[config.mk]
export PLATFORM = sky130hd
export DESIGN_NAME = panel_bus_sequencer
export DESIGN_NICKNAME = d
export VERILOG_FILES = /design/src/rtl/quokka_panel_pkg.sv /design/src/rtl/panel_timeout.sv /design/src/rtl/panel_bus_sequencer.sv
export SDC_FILE = /design/constraint.sdc
export NUM_CORES = 1
export LEC_CHECK = 0
export ABC_AREA = 1
export BUFFER_PORTS_ARGS = -buffer_cell sky130_fd_sc_hd__buf_2
export CELL_PAD_IN_SITES_DETAIL_PLACEMENT = 1
export CELL_PAD_IN_SITES_GLOBAL_PLACEMENT = 2
export CORE_MARGIN = 5
export CORE_UTILIZATION = 30
export CTS_CLUSTER_DIAMETER = 150
export DETAILED_ROUTE_END_ITERATION = 6
export PLACE_DENSITY_LB_ADDON = 0.1
export SLEW_MARGIN = 20
export SYNTH_ARGS = -nofsm -noshare
export SYNTH_HDL_FRONTEND = slang
export SYNTH_SLANG_ARGS = --single-unit
[constraint.sdc]
create_clock -name clk -period 3.16 [get_ports clk]
set_input_delay 0.632 -clock clk [delete_from_list [all_inputs] [get_ports clk]]
set_output_delay 0.632 -clock clk [all_outputs]
set_load 0.005 [all_outputs]
[src/rtl/quokka_panel_pkg.sv]
// Shared types and default widths for front-panel sequencers.
// Exports state_t (IDLE/REQ/ACC/DONE), op_t (OP_RD/OP_WR).
package quokka_panel_pkg;

  localparam int PANEL_ADDR_W = 16;
  localparam int PANEL_DATA_W = 8;

  typedef enum logic [1:0] {
    IDLE,
    REQ,
    ACC,
    DONE
  } state_t;

  typedef enum logic {
    OP_RD,
    OP_WR
  } op_t;

endpackage

[src/rtl/panel_timeout.sv]
// Loadable down-counter with clear and enable; expired when count is 0.
// Ports: clk, rst_n, clr, load, load_val[W], en -> expired.
module panel_timeout
  import quokka_panel_pkg::*;
#(
  parameter int W = 8
) (
  input  logic         clk,
  input  logic         rst_n,
  input  logic         clr,
  input  logic         load,
  input  logic [W-1:0] load_val,
  input  logic         en,
  output logic         expired
);

  logic [W-1:0] cnt;

  always_ff @(posedge clk or negedge rst_n) begin
    if (!rst_n) begin
      cnt <= '0;
    end else if (clr) begin
      cnt <= '0;
    end else if (load) begin
      cnt <= load_val;
    end else if (en && cnt != '0) begin
      cnt <= cnt - 1'b1;
    end
  end

  assign expired = (cnt == '0);

endmodule

[src/rtl/panel_bus_sequencer.sv]
// Front-panel memory sequencer: load/inc/dec/exam/dep over shared bus.
// Ports: cmd pulses, disp_val in; bus_req/mem_* bus side; addr/data/err UI.
// Optional macro PANEL_AUTO_INC_EN: successful deposit advances addr.
module panel_bus_sequencer
  import quokka_panel_pkg::*;
#(
  parameter int ADDR_W  = PANEL_ADDR_W,
  parameter int DATA_W  = PANEL_DATA_W,
  parameter int TIMEOUT = 255
) (
  input  logic              clk,
  input  logic              rst_n,
  input  logic              stopped,
  input  logic              cmd_load,
  input  logic              cmd_inc,
  input  logic              cmd_dec,
  input  logic              cmd_exam,
  input  logic              cmd_dep,
  input  logic [23:0]       disp_val,
  output logic              bus_req,
  input  logic              bus_gnt,
  output logic [ADDR_W-1:0] mem_addr,
  output logic [DATA_W-1:0] mem_wdata,
  output logic              mem_re,
  output logic              mem_we,
  input  logic [DATA_W-1:0] mem_rdata,
  input  logic              mem_ack,
  output logic [ADDR_W-1:0] addr,
  output logic [DATA_W-1:0] data,
  output logic              data_valid,
  output logic              busy,
  output logic              err,
  output logic              clear_disp
);

  localparam int TW = $clog2(TIMEOUT + 1);
  // Loaded with TIMEOUT-1 so bus_req stays up exactly TIMEOUT cycles.
  localparam logic [TW-1:0] TMO_LD = TW'(TIMEOUT - 1);

  state_t state, state_n;
  op_t    op;
  logic   any_cmd;
  logic   accept;
  logic   tmo_exp;
  logic   tmo_fire;
  logic   unused_disp;

  assign any_cmd = cmd_load | cmd_inc | cmd_dec | cmd_exam | cmd_dep;
  assign accept  = (state == IDLE) & stopped & any_cmd;
  assign unused_disp = ^disp_val;

  panel_timeout #(
    .W(TW)
  ) u_tmo (
    .clk     (clk),
    .rst_n   (rst_n),
    .clr     ((state == IDLE) & ~accept),
    .load    (accept),
    .load_val(TMO_LD),
    .en      (bus_req),
    .expired (tmo_exp)
  );

  always_ff @(posedge clk or negedge rst_n) begin
    if (!rst_n) state <= IDLE;
    else        state <= state_n;
  end

  always_comb begin
    state_n    = state;
    tmo_fire   = 1'b0;
    bus_req    = 1'b0;
    mem_re     = 1'b0;
    mem_we     = 1'b0;
    clear_disp = 1'b0;
    unique case (state)
      IDLE: begin
        if (accept) state_n = REQ;
      end
      REQ: begin
        bus_req = 1'b1;
        if (!stopped) begin
          state_n = IDLE;
        end else if (bus_gnt) begin
          state_n = ACC;
        end else if (tmo_exp) begin
          state_n  = IDLE;
          tmo_fire = 1'b1;
        end
      end
      ACC: begin
        bus_req = 1'b1;
        mem_re  = (op == OP_RD);
        mem_we  = (op == OP_WR);
        if (mem_ack) begin
          state_n = DONE;
        end else if (tmo_exp) begin
          state_n  = IDLE;
          tmo_fire = 1'b1;
        end
      end
      DONE: begin
        clear_disp = 1'b1;
        state_n    = IDLE;
      end
      default: state_n = IDLE;
    endcase
  end

  assign busy     = (state != IDLE);
  assign mem_addr = addr;

  always_ff @(posedge clk or negedge rst_n) begin
    if (!rst_n) begin
      op         <= OP_RD;
      mem_wdata  <= '0;
      addr       <= '0;
      data       <= '0;
      data_valid <= 1'b0;
      err        <= 1'b0;
    end else begin
      if (accept) begin
        err       <= 1'b0;
        mem_wdata <= disp_val[DATA_W-1:0];
        priority case (1'b1)
          cmd_load: begin
            addr       <= disp_val[ADDR_W-1:0];
            data_valid <= 1'b0;
            op         <= OP_RD;
          end
          cmd_dep: begin
            data_valid <= 1'b0;
            op         <= OP_WR;
          end
          cmd_exam: begin
            op <= OP_RD;
          end
          cmd_inc: begin
            addr       <= addr + 1'b1;
            data_valid <= 1'b0;
            op         <= OP_RD;
          end
          cmd_dec: begin
            addr       <= addr - 1'b1;
            data_valid <= 1'b0;
            op         <= OP_RD;
          end
          default: ;
        endcase
      end
      if (tmo_fire) err <= 1'b1;
      if (state == ACC && mem_ack) begin
        data       <= (op == OP_RD) ? mem_rdata : mem_wdata;
        data_valid <= 1'b1;
      end
`ifdef PANEL_AUTO_INC_EN
      if (state == DONE && op == OP_WR) begin
        addr       <= addr + 1'b1;
        data_valid <= 1'b0;
      end
`else
`endif
    end
  end

endmodule

==> impl_metrics.yaml, run 1 <==
clock_network:
  postCtsResizedCells: 0
  hold_buffers: 0
  clkLatencyLatePin_ns: 0.31
  htreeDepth: 2
  cts-buffers-inserted: 5
  cts_max_path_buffers: 2
  cts.root.buffer_cell: "clkbuf_8"
  clk_pin_slew_ns: 0.11
  buffers_inserted_by_post_cts_timing_repair: 0
  cts_sink_cnt: 45
  tritoncts: "yes"
pwr:
  power.switching_mw: 1.82
  share_clk_of_total_power_pct: 10.8
  internal_power_mw: 1.86
  fin_total_pwr_mw: 3.67
  vdd.ir_drop.worst_v: 0.000309
  leakagePower_nw: 2.25
  power_frac_seq_pct: 30.4
  power_density_nw_per_um2: 949
  switching_share_of_power_pct: 49.4
  power.share.combinational_pct: 58.8
finish:
  share_of_cells_above_drive_strength_1_pct: 19.6
  area.growth.synth_to_final_pct: 17.0
  antenna_cells: 0
  final_design_area_no_fill_um2: 3870
  register_cell_area_after_layout_um2: 1130
  fillCellCount: 1429
  combined_area_of_the_multi_input_logic_cells_um2: 1740
  net_count_final: 629
routing:
  detailroute.wirelength.met2_mm: 4.70
  drc: 0
  drt_pass1_iterations: 4
  detail_route.wirelength_mm: 10.2
  met3RoutedLength_um: 531
  wire_per_inst_um: 14.4
  top_metal_layer_carrying_routed_signals: "met4"
  m1WireLength_mm: 4.85
  route.antenna.remaining_nets: 0
  detailedRoute.firstIterationViolations: 134
  vias: 3308
  detail_route.vias_per_cell: 4.68
placement:
  port_buffers: 88
  place_worst_setup_slack_ns: 0.545
  placed_area_um2: 3780
  finalWeightedCongestion: 0.786
  dp_hpwl_mm: 8.12
synthesis:
  synth.top_cells.by_count: "nand2_1 (167), inv_1 (66), dfrtp_1 (45), nor2_1 (44), a21oi_1 (37)"
  synth.cell_area_um2: 3310
  asyncSetResetFlopFracSynth_pct: 100
  synthCells: 491
  synth_top_area_share_pct: 34.1
  yosysUniqueCellTypes: 31
  synth_seq_area_share_pct: 34.1
  dominantRegCellSynth: "dfrtp_1"
  yosys_register_bits: 45
  post_synth_main_area_contributors: "dfrtp_1 (34%), nand2_1 (19%), ha_1 (7.6%)"
  synth_edf_count: 0
  synthesis.nets: 554
  yosys.cell_count.top_type: "nand2_1"
  post_synth.cell_area_avg_um2: 6.74
  yosysWarnings: 0
  cell_taking_the_most_area_after_synthesis: "dfrtp_1"
floorplanning:
  initial_utilization_pct: 30.5
  num_rows: 38
  core-area_um2: 10800
  die_x_um: 115
  die_area_um2: 13200
  fp.dieH_um: 115
  top_level_ports: 97
timing:
  final.period_utilization_pct: 71.4
  totalNegativeSetupSlack_ns: 0
  fmax_mhz: 443
  setup_violations: 0
  worst_pin_slew_ns: 0.671
  layout_setup_ws_ns: 0.905
  relSlewSlack_pct: 55.3
  clock_skew_ns: 0.0100
  timing.final.max_slew_violations: 0
  final_hold_viols: 0
  setup_repair_after_global_routing_missed_its_margin: "no"
  finalWorstPathRequiredPeriod_ns: 2.26
critical_path:
  critical_path_required_ns: 3.36
  worst-path-max-fanout: 10
  worstSetupPathType: "input port to flip-flop"
  timing.critical_path.from_type: "input port"
  worst_ep_arrival_time_ns: 2.46
  endpoint_kind: "flip-flop"
global_routing:
  grt_antenna_before_repair: 0
  congestion_overflow_gr: 0
  maximum_number_of_pins_on_one_net_before_global_route_repair: 27
  vias_in_the_first_global_route: 3422
  global_route_wire_length_before_repair_mm: 16.9
  grt_util_all_layers_pct: 15.8
run:
  timing.max_cap.violations: 0
outcome:
  run_status: "complete, no violations"
worst_hold_path:
  hold_path.class: "input port to async pin"
## sequential cells by signal (all words and copies together) (netlist names)
| name | flops |
|---|---|
| addr | 16 |
| data | 8 |
| mem_wdata | 8 |
| u_tmo.cnt | 8 |
| state | 2 |
| data_valid | 1 |
| err | 1 |
| op | 1 |
## power by group through the flow
stage	sequential, mW	combinational [mW]	clock, mW
floorplan	1.07	1.58	0
global placement	1.13	2.14	0
detailed placement	1.14	2.21	0
CTS	1.13	2.22	0.419
global route	1.17	2.52	0.434
finish	1.12	2.16	0.398
## through the flow
stage	util [%]	hold WS, ns	cells
after floorplan	-	0.336	491
after global placement	34.8	0.470	699
after detailed placement	34.8	0.480	699
after CTS	35.7	0.354	707
after global routing	35.7	0.392	707
final	35.7	0.344	707
## worst max-delay path, cell delays in order
cell     delay [ns]
buf_2          0.15
inv_1          0.32
buf_4          0.22
ha_1           0.29
nand2_1        0.14
inv_1          0.06
nand2_1        0.07
nand2_1        0.06
a21oi_1        0.19
nand2_1        0.08
nand2_1        0.06
nand3_1        0.06
nand2_1        0.07
nand2_1        0.04
## cell usage in the layout (no fill, tap or decap), types with 2 or more instances in the layout
master,count
a21oi_1,37
buf_2,88
buf_4,4
clkbuf_8,5
clkinv_1,2
dfrtp_1,45
ha_1,20
inv_1,66
inv_2,2
nand2_1,167
nand2_2,3
nand2_4,2
nand3_1,25
nand4_1,3
nor2_1,44
nor3_1,4
o21ai_0,23
o21ai_1,7
o22ai_1,3
xor2_1,4
## final timing paths
path / slack [ns] / to / start / cells past startpoint
worst max-delay path: 0.90 / addr[15] / cmd_inc / 14
worst min-delay path: 0.34 / addr[3] / rst_n / 1
worst max register to register: 1.23 / addr[1] / state[0] / 10
worst min register to register: 0.50 / err / err / 2
max in group asynchronous: 2.16 / state[1] / rst_n / 2
min in group clk: 0.50 / err / err / 2
## per-layer routing
metal | up-vias | track usage, %
met5 | - | 0
met4 | 0 | 3.05
met3 | 6 | 2.21
met2 | 80 | 27.7
met1 | 1551 | 20.9
li1 | 1671 | -
## layout make-up
cell class,instances,area share (%)
Sequential cell,45,29.1
Inverter,71,6.95
Clock buffer,5,1.78
Clock inverter,3,0.647
Timing Repair Buffer,92,12.2
Multi-Input combinational cell,351,44.8
Tap cell,140,4.53
## kinds of logic (layout without fill, tap and decap cells)
logic type,after synthesis,in the layout,share of synthesized area [%]
AO/OA/AOI/OAI,73,73,11.4
XOR/XNOR,5,5,1.32
adder cells (fa/ha/maj),21,21,8.17
buffers and inverters,95,171,13.5
flip-flops,45,45,34.1
AND/OR/NAND/NOR,252,252,31.6
Note: power is estimated with default switching activity, not from simulation.
==> run 2: changes to the inputs <==
- CORE_UTILIZATION: 30 -> 28
- clock period: 3.16 -> 2.1 ns (I/O delays scaled with it)
==> run 2 against run 1 <==
- setup slack worse by 0.68 ns
- critical path depth down 10
- combinational power up 52%
- register-to-register slack worse by 0.98 ns
- sequential power up 51%
- largest cell class unchanged
==> impl_metrics.yaml, run 2 (synthesized netlist as in run 1, its figures left out) <==
outcome:
  run_status: "complete, no violations"
critical_path:
  endpoint_kind: "output port"
  worst-path-max-fanout: 5
  worst_ep_arrival_time_ns: 1.45
  timing.critical_path.from_type: "flip-flop"
  critical_path_required_ns: 1.68
  worstSetupPathType: "flip-flop to output port"
placement:
  place_worst_setup_slack_ns: 0.0262
  finalWeightedCongestion: 0.794
  dp_hpwl_mm: 8.19
  placed_area_um2: 3840
  port_buffers: 88
finish:
  net_count_final: 634
  antenna_cells: 0
  fillCellCount: 1515
  final_design_area_no_fill_um2: 3990
  area.growth.synth_to_final_pct: 20.7
  max_flop_register: "addr"
  share_of_cells_above_drive_strength_1_pct: 20.3
  largest_reg_flops: 16
  most_frequent_standard_cell_in_the_layout_excluding_fill_and_tap_cells: "nand2_1"
  mostFrequentLayoutCells: "nand2_1 (167), buf_2 (88), inv_1 (66)"
timing:
  fmax_mhz: 534
  final.period_utilization_pct: 89.1
  hold_ws_ns: 0.0952
  timing.final.max_slew_violations: 0
  totalNegativeSetupSlack_ns: 0
  clock_skew_ns: 0.00635
  setup_violations: 0
  worst_pin_slew_ns: 0.469
  layout_setup_ws_ns: 0.229
  final_hold_viols: 0
  finalWorstPathRequiredPeriod_ns: 1.87
  setup_repair_after_global_routing_missed_its_margin: "no"
  relSlewSlack_pct: 68.5
pwr:
  power.switching_mw: 2.77
  switching_share_of_power_pct: 47.7
  internal_power_mw: 3.04
  fin_total_pwr_mw: 5.82
  vdd.ir_drop.worst_v: 0.000484
  share_clk_of_total_power_pct: 14.6
  power_frac_seq_pct: 29.0
  leakagePower_nw: 2.31
  power_density_nw_per_um2: 1460
  power.share.combinational_pct: 56.4
routing:
  detailedRoute.firstIterationViolations: 86
  route.antenna.remaining_nets: 0
  wire_per_inst_um: 14.5
  vias: 3359
  detail_route.vias_per_cell: 4.70
  drt_pass1_iterations: 5
  detail_route.wirelength_mm: 10.4
  drc: 0
worst_hold_path:
  hold_path.class: "input port to async pin"
floorplanning:
  num_rows: 39
  die_area_um2: 14100
  core-area_um2: 11500
  initial_utilization_pct: 28.7
  top_level_ports: 97
  fp.dieH_um: 119
  die_x_um: 119
clock_network:
  clkLatencyLatePin_ns: 0.30
  postCtsResizedCells: 0
  hold_buffers: 0
  cts-buffers-inserted: 5
  htreeDepth: 2
  buffers_inserted_by_post_cts_timing_repair: 0
  cts.root.buffer_cell: "clkbuf_16"
  tritoncts: "yes"
  clk_pin_slew_ns: 0.07
  cts_max_path_buffers: 2
  cts_sink_cnt: 45
global_routing:
  grt_antenna_before_repair: 0
  vias_in_the_first_global_route: 3497
  maximum_number_of_pins_on_one_net_before_global_route_repair: 46
  grt_util_all_layers_pct: 15.5
  global_route_wire_length_before_repair_mm: 17.6
  congestion_overflow_gr: 0
run:
  timing.max_cap.violations: 0
run 2: cell count changes in the layout (fill, tap and decap cells not counted), sizes merged:
| cell | previous run | this run |
|---|---|---|
| buf | 92 | 97 |
run 2: worst max-delay path: stages (launching register included):
cell,delay (ns)
dfrtp_1,0.41
inv_1,0.10
ha_1,0.22
inv_1,0.24
buf_2,0.18
run 2: power by group through the flow:
| stage | registers (mW) | logic, mW | clock network (mW) |
|---|---|---|---|
| floorplan | 1.62 | 2.38 | 0 |
| global placement | 1.69 | 3.29 | 0 |
| detailed placement | 1.72 | 3.36 | 0 |
| CTS | 1.71 | 3.38 | 0.892 |
| global route | 1.77 | 3.84 | 0.927 |
| finish | 1.69 | 3.28 | 0.848 |
run 2: worst paths after layout:
kind                        startpoint           end  slack, ns  cells past startpoint
max                           state[1]          busy       0.23                      4
min                              rst_n       addr[4]        0.1                      2
max reg2reg                    addr[0]      addr[12]       0.25                     10
min reg2reg                 data_valid    data_valid       0.51                      2
max in group asynchronous        rst_n      addr[12]       1.77                      2
min in group clk           disp_val[7]  mem_wdata[7]       0.34                      3
run 2: metal layers:
metal | vias up | GRT usage (%) | share of wire (%)
li1 | 1691 | - | -
met3 | 6 | 4.01 | 5.3
met5 | - | 0 | 0
met1 | 1585 | 20.5 | 48
met4 | 0 | 3.48 | 0.82
met2 | 77 | 25.4 | 46
run 2: final cells by class:
cell class | count | area (um2) | share of cell area, %
clock inverter | 3 | 25.0 | 0.627
timing repair buffer | 97 | 533 | 13.4
multi-input combinational | 351 | 1740 | 43.5
tap | 143 | 179 | 4.48
clock buffer | 5 | 125 | 3.13
sequential | 45 | 1130 | 28.2
inverter | 71 | 269 | 6.74
run 2: through the flow:
| step | cells | util, % |
|---|---|---|
| floorplan | 491 | - |
| global placement | 707 | 33.4 |
| detailed placement | 707 | 33.4 |
| CTS | 715 | 34.7 |
| global route | 715 | 34.7 |
| finish | 715 | 34.7 |
==> run 3: changes to the inputs <==
- CORE_UTILIZATION: 28 -> 31
- CTS_BUF_LIST: unset -> sky130_fd_sc_hd__clkbuf_4 sky130_fd_sc_hd__clkbuf_8
- clock period: 2.1 -> 2.2 ns (I/O delays scaled with it)
==> run 3 against run 2 <==
- sequential share of layout area up 0.60 points
- wire length is 3.4% lower
- sequential cell count stayed put
- sequential power fell by 5%
- count of clock-buffer cells in the layout unchanged
- largest cell class unchanged
- largest power group unchanged
==> impl_metrics.yaml, run 3 (synthesized netlist as in run 1, its figures left out) <==
critical_path:
  worst_path_dominant_cell_family: "buffers and inverters"
  timing.critical_path.from_type: "flip-flop"
  crit_top_cell: "inv_1"
  critical_path.max_stage_delay_ns: 0.40
  critical_path_buf_inv_count: 3
  r2r_cells: 10
  worstSetupPathType: "flip-flop to output port"
  cp.depth: 4
  endpoint_kind: "output port"
  cpMaxStageDelayCell: "dfrtp_1"
  critical_path.cell_chain: "inv_1, ha_1, inv_1, buf_2"
  worst_ep_arrival_time_ns: 1.49
  worst-path-max-fanout: 5
  critical_path_required_ns: 1.76
clock_network:
  cts-buffers-inserted: 5
  clkLatencyLatePin_ns: 0.31
  cts_sink_cnt: 45
  clk_pin_slew_ns: 0.10
  hold_buffers: 0
  cts_max_path_buffers: 2
  tritoncts: "yes"
  postCtsResizedCells: 0
  cts.root.buffer_cell: "clkbuf_8"
  buffers_inserted_by_post_cts_timing_repair: 0
  htreeDepth: 2
finish:
  most_frequent_standard_cell_in_the_layout_excluding_fill_and_tap_cells: "nand2_1"
  max_flop_register: "addr"
  area.growth.synth_to_final_pct: 18.2
  net_count_final: 632
  antenna_cells: 0
  largest_reg_flops: 16
  final_design_area_no_fill_um2: 3910
  share_of_cells_above_drive_strength_1_pct: 20.0
  mostFrequentLayoutCells: "nand2_1 (167), buf_2 (88), inv_1 (66)"
routing:
  drc: 0
  detail_route.wirelength_mm: 10.0
  vias: 3259
  wire_per_inst_um: 14.2
  route.antenna.remaining_nets: 0
  detail_route.vias_per_cell: 4.62
  drt_pass1_iterations: 4
  detailedRoute.firstIterationViolations: 95
global_routing:
  maximum_number_of_pins_on_one_net_before_global_route_repair: 46
  congestion_overflow_gr: 0
  grt_antenna_before_repair: 0
  grt_util_all_layers_pct: 16.3
  vias_in_the_first_global_route: 3443
  global_route_wire_length_before_repair_mm: 17.2
timing:
  final_hold_viols: 0
  finalWorstPathRequiredPeriod_ns: 1.93
  totalNegativeSetupSlack_ns: 0
  setup_violations: 0
  clock_skew_ns: 0.00469
  timing.final.max_slew_violations: 0
  setup_repair_after_global_routing_missed_its_margin: "no"
  relSlewSlack_pct: 69.3
  final.period_utilization_pct: 87.6
  worst_pin_slew_ns: 0.456
  fmax_mhz: 519
pwr:
  power_density_nw_per_um2: 1350
  power.share.combinational_pct: 59.0
  share_clk_of_total_power_pct: 10.7
  power.switching_mw: 2.60
  switching_share_of_power_pct: 49.2
  internal_power_mw: 2.68
  leakagePower_nw: 2.28
  power_frac_seq_pct: 30.4
  vdd.ir_drop.worst_v: 0.000533
floorplanning:
  initial_utilization_pct: 31.9
  core-area_um2: 10400
  top_level_ports: 97
  num_rows: 37
  fp.dieH_um: 113
  die_area_um2: 12800
  die_x_um: 113
run:
  timing.max_cap.violations: 0
outcome:
  run_status: "complete, no violations"
placement:
  placed_area_um2: 3820
  finalWeightedCongestion: 0.807
  dp_hpwl_mm: 7.90
  port_buffers: 88
worst_hold_path:
  hold_path.class: "input port to async pin"
[run 3: changes by cell type in the layout (fill, tap and decap cells not counted), sizes merged]
| cell | change |
|---|---|
| buf | -2 |
[run 3: path summary, 6_finish.rpt]
check,start,slack (ns),to
setup / recovery,state[0],0.27,busy
hold / removal,rst_n,0.11,addr[4]
setup reg to reg,state[0],0.31,addr[1]
hold reg to reg,data_valid,0.51,data_valid
max in group asynchronous,rst_n,1.86,u_tmo.cnt[7]
min in group clk,disp_val[6],0.36,mem_wdata[6]
[run 3: per-layer routing]
layer  vias to the layer above  global-route usage, %  wire (um)
met1                      1511                   22.4       4840
li1                       1679                      -          -
met2                        62                   27.5       4660
met5                         -                      0          0
met3                         7                   2.19        467
met4                         0                   3.13         75
[run 3: layout make-up]
cell class	count	area (um2)
tap	136	170
fill	1396	6460
clock inverter	3	21.3
sequential	45	1130
clock buffer	5	68.8
timing repair buffer	95	518
multi-input combinational	351	1740
inverter	71	269
[run 3: per-stage QoR]
step                instances  total power, mW  hold slack, ns  worst slack [ns]  util [%]
detailed placement        698             4.80           0.457            0.0998      36.8
floorplan                 491             3.81           0.144             0.304         -
global placement          698             4.71           0.452             0.115      36.8
global route              706             5.96           0.127            0.0985      37.7
finish                    706             5.27           0.108             0.273      37.7
CTS                       706             5.40           0.111             0.252      37.7
[run 3: power by group through the flow]
stage	registers (mW)	clock network, mW	logic, mW
5_1_grt	1.68	0.629	3.65
6_report	1.60	0.562	3.11
4_1_cts	1.61	0.595	3.19
3_5_place_dp	1.63	0	3.17
2_1_floorplan	1.54	0	2.27
3_3_place_gp	1.61	0	3.09
